--- src/rtl/aes_iter_ctrl_if.sv ---
// aes_iter_ctrl_if: input/output handshakes and round-datapath signals of the AES-128 iterative controller
interface aes_iter_ctrl_if;
  logic         in_valid, in_ready, rnd_last, out_valid, out_ready;
  logic [127:0] in_data, in_key, rnd_state, rnd_key, key_next, rnd_result, out_data;
  logic [3:0]   rnd_idx;
  modport slave (
    input  in_valid, in_data, in_key, key_next, rnd_result, out_ready,
    output in_ready, rnd_state, rnd_key, rnd_idx, rnd_last, out_valid, out_data
  );
  modport master (
    output in_valid, in_data, in_key, key_next, rnd_result, out_ready,
    input  in_ready, rnd_state, rnd_key, rnd_idx, rnd_last, out_valid, out_data
  );
endinterface

--- src/rtl/aes_iter_ctrl.sv ---
// aes_iter_ctrl: AES-128 round sequencer (IDLE/ROUND/DONE); define AES_ITER_CTRL_B2B_EN to accept a new pair on the output handshake edge
module aes_iter_ctrl (
  input  logic           clk,
  input  logic           reset,
  aes_iter_ctrl_if.slave bus,
  output logic           busy_o,
  output logic [15:0]    blk_cnt_o
);
  typedef enum logic [1:0] {IDLE, ROUND, DONE} fsm_t;
  fsm_t         fsm_q;
  logic [127:0] state_q, key_q, out_q;
  logic [3:0]   idx_q;
  logic [15:0]  blk_cnt_q;
  logic         accept;
`ifdef AES_ITER_CTRL_B2B_EN
  assign bus.in_ready = !reset && (fsm_q == IDLE || (fsm_q == DONE && bus.out_ready));
`else
  assign bus.in_ready = !reset && fsm_q == IDLE;
`endif
  assign accept        = bus.in_valid && bus.in_ready;
  assign bus.rnd_state = state_q;
  assign bus.rnd_key   = key_q;
  assign bus.rnd_idx   = idx_q;
  assign bus.rnd_last  = idx_q == 4'd10;
  assign bus.out_valid = fsm_q == DONE;
  assign bus.out_data  = out_q;
  assign busy_o        = fsm_q != IDLE;
  assign blk_cnt_o     = blk_cnt_q;
  // Accept a pair (initial AddRoundKey), run rounds 1..10, then hold the ciphertext until consumed
  always_ff @(posedge clk) begin
    if (reset) begin
      fsm_q     <= IDLE;
      state_q   <= '0;
      key_q     <= '0;
      out_q     <= '0;
      idx_q     <= '0;
      blk_cnt_q <= '0;
    end else begin
      if (accept) begin
        state_q <= bus.in_data ^ bus.in_key;
        key_q   <= bus.in_key;
        idx_q   <= 4'd1;
      end
      case (fsm_q)
        IDLE: if (accept) fsm_q <= ROUND;
        ROUND: begin
          if (idx_q > 4'd10) begin
            fsm_q <= IDLE;
            idx_q <= '0;
          end else begin
            key_q   <= bus.key_next;
            state_q <= bus.rnd_result;
            idx_q   <= idx_q == 4'd10 ? 4'd0 : idx_q + 4'd1;
            if (idx_q == 4'd10) begin
              out_q <= bus.rnd_result;
              fsm_q <= DONE;
            end
          end
        end
        DONE: begin
          if (bus.out_ready) begin
            blk_cnt_q <= blk_cnt_q + 16'd1;
            fsm_q     <= accept ? ROUND : IDLE;
          end
        end
        default: begin
          fsm_q <= IDLE;
          idx_q <= '0;
        end
      endcase
    end
  end
endmodule
--- src/flat_wrapper.sv ---
// flat-port wrapper written by rule: the top's interface ports become plain ports
module aes_iter_ctrl_flat 
  (clk, reset, busy_o, blk_cnt_o, bus_in_valid, bus_in_data, bus_in_key, bus_key_next, bus_rnd_result, bus_out_ready, bus_in_ready, bus_rnd_state, bus_rnd_key, bus_rnd_idx, bus_rnd_last, bus_out_valid, bus_out_data);
  aes_iter_ctrl_if bus_i ();
  input  logic clk;
  input  logic reset;
  output logic busy_o;
  output logic [15:0] blk_cnt_o;
  input wire logic [$bits(bus_i.in_valid)-1:0] bus_in_valid;
  input wire logic [$bits(bus_i.in_data)-1:0] bus_in_data;
  input wire logic [$bits(bus_i.in_key)-1:0] bus_in_key;
  input wire logic [$bits(bus_i.key_next)-1:0] bus_key_next;
  input wire logic [$bits(bus_i.rnd_result)-1:0] bus_rnd_result;
  input wire logic [$bits(bus_i.out_ready)-1:0] bus_out_ready;
  output wire logic [$bits(bus_i.in_ready)-1:0] bus_in_ready;
  output wire logic [$bits(bus_i.rnd_state)-1:0] bus_rnd_state;
  output wire logic [$bits(bus_i.rnd_key)-1:0] bus_rnd_key;
  output wire logic [$bits(bus_i.rnd_idx)-1:0] bus_rnd_idx;
  output wire logic [$bits(bus_i.rnd_last)-1:0] bus_rnd_last;
  output wire logic [$bits(bus_i.out_valid)-1:0] bus_out_valid;
  output wire logic [$bits(bus_i.out_data)-1:0] bus_out_data;
  assign bus_i.in_valid = bus_in_valid;
  assign bus_i.in_data = bus_in_data;
  assign bus_i.in_key = bus_in_key;
  assign bus_i.key_next = bus_key_next;
  assign bus_i.rnd_result = bus_rnd_result;
  assign bus_i.out_ready = bus_out_ready;
  assign bus_in_ready = bus_i.in_ready;
  assign bus_rnd_state = bus_i.rnd_state;
  assign bus_rnd_key = bus_i.rnd_key;
  assign bus_rnd_idx = bus_i.rnd_idx;
  assign bus_rnd_last = bus_i.rnd_last;
  assign bus_out_valid = bus_i.out_valid;
  assign bus_out_data = bus_i.out_data;
  aes_iter_ctrl u_core (.clk(clk), .reset(reset), .bus(bus_i), .busy_o(busy_o), .blk_cnt_o(blk_cnt_o));
endmodule
--- config.mk ---
export PLATFORM = sky130hd
export DESIGN_NAME = aes_iter_ctrl_flat
export DESIGN_NICKNAME = d
export VERILOG_FILES = /design/src/rtl/aes_iter_ctrl_if.sv /design/src/rtl/aes_iter_ctrl.sv /design/src/flat_wrapper.sv
export SDC_FILE = /design/constraint.sdc
export NUM_CORES = 1
export LEC_CHECK = 0
export ABC_AREA = 1
export CAP_MARGIN = 20
export CORE_AREA = 2 2 358 360
export DETAILED_ROUTE_END_ITERATION = 8
export DIE_AREA = 0 0 360 362
export GPL_TIMING_DRIVEN = 0
export RECOVER_POWER = 25
export SYNTH_ARGS = -nofsm -noshare
export SYNTH_HDL_FRONTEND = slang
export SYNTH_SLANG_ARGS = --single-unit
--- constraint.sdc ---
create_clock -name clk -period 1.7 [get_ports clk]
set_input_delay 0.34 -clock clk [delete_from_list [all_inputs] [get_ports clk]]
set_output_delay 0.34 -clock clk [all_outputs]
set_load 0.02 [all_outputs]
==> results by group <==
Run status
  – Status: finished, violations left
  – Failing checks: negative setup slack

Setup path
  – CP startpoint: u_core.bus.rnd_idx[1]
  – Cell chain of the critical path: ha_4 -> nand2_4 -> nor2_4 -> buf_12 -> buf_8 -> buf_6
  – Reg2reg start: u_core.bus.rnd_idx[1]
  – Highest-delay cell along the critical path: dfxtp_4
  – Slowest Stage Delay on Critical Path: between 300 and 400 ps
  – CP Max Fanout: 5
  – Crit Path Category: reg -> out
  – Req. time, crit path: approximately 1400 ps
  – Critical Path End Type: output port
  – WP data arrival: between 1500 and 2000 ps
  – Crit path launch type: flip-flop

Clocking
  – H-Tree Depth: 2
  – Clk pin slew, worst setup/hold paths: about 70 ps
  – Clock tree buffer depth: 3
  – Hold_buf cts: 0
  – CTS buffer count: 50
  – CTS tree: yes
  – Clock Tree Root: clkbuf_16
  – Later-pin clock latency in the skew report: between 600 and 700 ps
  – Clock Sinks: about 410

Yosys
  – Cells after synthesis: about 2300
  – Post-Synthesis Cell Area: roughly 18000 sq um
  – Synth top area share: approximately 46%
  – Dominant cells by area after synthesis: dfxtp_1 46%, a21oi_1 15%, o21ai_0 11%
  – Synthesis Warnings: 0
  – FF+latch count, synth: ~400
  – Synth Net Count: 2788
  – Synth unique cells: 27
  – Register area share after synthesis: approximately 46%
  – Dominant cell type by area after synthesis: dfxtp_1
  – Synthesized area per cell: between 7 and 8 sq um

Floorplan
  – Initial Utilization: between 10% and 20%
  – I/O pin count: 924
  – Core area: 127000 sq um
  – # rows: about 130
  – Die outline area: around 130000 sq um
  – Die height: between 300 and 400 um
  – Die Width: 360 um

Timing
  – Relative slew slack: 28.1%
  – RSZ-0062 raised after global routing: yes
  – Final setup vio count: between 300 and 400
  – Hold slack: around 260 ps
  – Final worst-path cycle share: 122%
  – Clock Skews: 14.9 ps
  – Tightest Pin Transition: roughly 1100 ps
  – Min cycle time layout: just over 2000 ps
  – Final worst setup slack: -379 ps
  – Fmax: between 0.4 and 0.5 GHz
  – Final hold violations: 0
  – Final Slew Violations: 0

Pwr
  – Combinational share of power: 27.8%
  – Int Pwr: about 21 mW
  – Sw Share: a little under a third
  – Power per cell area: ~800 nW/um^2
  – Clk pwr share: about two fifths
  – Peak supply drop: 0.000599 V
  – Leak pwr: approximately 17 nW
  – Switching power: around 9.9 mW
  – Reg power frac: between 30% and 40%

Detailed routing
  – Detailed Route Iter0 Violations: 1772
  – First-pass DRT Iterations: 5
  – Drt wl/cell: between 20 and 30 um
  – Vias per inst: between 4 and 5
  – DRC Markers: 0
  – Vias: 22639
  – Drt total wl: 141 mm
  – ANT nets after route: 0

Final layout
  – Share of cells above drive strength 1: ~39%
  – Nets: just under 4000
  – Area growth, synth to finish: 121%
  – Post-Layout Inst Area: between 30000 and 40000 sq um
  – Area taken by multi-input logic gates: between 10000 and 15000 sq um
  – FF/Latch Area: ~8000 sq um
  – Filler cells: 13181

Placement
  – Placed cell area: just under 30000 sq um
  – PortBufs: 922
  – DP Worst Slack: -2250 ps
  – Detailed Place HPWL: 98.1 mm
  – Placer Congestion: about 0.96

Global route
  – Largest net degree at the start of global routing: 13
  – Total track usage: between 15 and 20%
  – First-pass GRT wire length: 179 mm
  – Congestion Overflow GR: 0
  – Initial antenna violation count: 20
  – Vias in the first global route: ~22000

Job
  – Max Cap Viol: 0

Min path
  – HP Class: in -> reg
  – Hold Startpoint: reset
[cells in the mapped netlist]
master	instances
nand3_2	1
o21ai_0	389
a21oi_1	525
buf_1	18
xor2_1	5
nor3b_1	1
inv_2	2
or2_2	129
nand2_1	157
nor2_2	1
buf_2	55
o21ai_1	1
nand4_1	2
clkbuf_2	1
a31oi_1	1
a211oi_1	2
nor3_1	1
buf_4	3
dfxtp_1	406
xnor2_1	127
ha_1	3
inv_1	21
nand3_1	141
o21bai_1	2
clkbuf_1	122
o21ai_4	1
nor2_1	152
[worst max-delay path: cells and delay by family, from the launching register on]
family        cells  cell delay [ps]
fa+ha+maj         1              150
simple gates      2              210
flops             1              390
buf+inv           3              350
[worst paths after layout]
kind	slack, ps	depth (start not counted)	to
min	260	3	u_core.bus.rnd_idx[3]
min reg2reg	460	2	u_core.bus.out_data[92]
max reg2reg	-360	13	u_core.bus.out_data[29]
max	-380	6	bus_rnd_last
[state kept, by name, summed over array words and instances (netlist names)]
register and count:
u_core.bus.out_data 128, u_core.bus.rnd_state 128, u_core.fsm_q 2, u_core.bus.rnd_idx 4, u_core.bus.rnd_key 128, u_core.blk_cnt_o 16
[timing repair]
action / CTS / global route
setup buffers: 73 / 53
endpoints found under the hold margin: 0 / 0
pin swaps: 74 / 124
setup endpoints to repair: 812 / 786
gates cloned: 52 / 30
gates resized for setup: 1115 / 1259
[area by class of cell]
class / instances / area share (%)
Antenna cell: 15 / 0.0965
Buffer: 181 / 5.64
Clock buffer: 72 / 3.93
Clock inverter: 20 / 0.682
Inverter: 23 / 0.286
Multi-Input combinational cell: 1641 / 31.3
Sequential cell: 406 / 21.0
Tap cell: 1662 / 5.35
Timing Repair Buffer: 1104 / 31.8
[routing by layer]
| metal | wire (um) | part of all wire [%] | vias to the layer above | GRT usage (%) |
|---|---|---|---|---|
| met5 | 34 | 0.024 | - | 0 |
| li1 | - | - | 10144 | - |
| met4 | 6830 | 4.8 | 6 | 8.82 |
| met3 | 14600 | 10 | 269 | 7.97 |
| met2 | 63400 | 45 | 1181 | 31.0 |
| met1 | 55900 | 40 | 11039 | 23.4 |
[cells by family (layout without fill, tap and decap cells)]
logic type | Yosys count | count (layout) | share of synthesized area, %
DFF | 406 | 406 | 46.2
adders and majority gates | 3 | 3 | 0.214
AOI/OAI and AO/OA | 921 | 921 | 26.3
xor gates and xnor gates | 132 | 132 | 6.58
other | 0 | 15 | 0
and+or+nand+nor | 585 | 585 | 15.4
buffers and inverters | 222 | 1400 | 5.20
[cell usage in the layout, fill, tap and decap left out, drive strengths merged, types with 129 or more instances in the layout]
| master | count |
|---|---|
| dlymetal6s2s | 243 |
| dfxtp | 406 |
| buf | 262 |
| nor2 | 153 |
| nand2 | 157 |
| o21ai | 391 |
| nand3 | 142 |
| clkdlybuf4s50 | 514 |
| clkbuf | 335 |
| or2 | 129 |
| a21oi | 525 |
[through the flow]
step	utilization, %	total power [mW]	cells	setup TNS [ps]
6_report	30.7	31.1	5124	-79160
2_1_floorplan	-	13.1	2269	0
3_3_place_gp	22.8	17.1	4853	-676890
5_1_grt	30.7	32.1	5117	-108650
3_5_place_dp	22.9	17.1	4857	-640780
4_1_cts	28.3	30.8	5071	-255800
[power by group through the flow]
stage | sequential (mW) | clock, mW | combinational, mW
after CTS | 10.5 | 12.1 | 8.18
after floorplan | 11.4 | 0 | 1.76
after global routing | 10.6 | 12.5 | 9.03
after detailed placement | 10.7 | 0 | 6.41
final | 10.5 | 11.9 | 8.66
after global placement | 10.7 | 0 | 6.39
(Power assumes the default switching activity.)
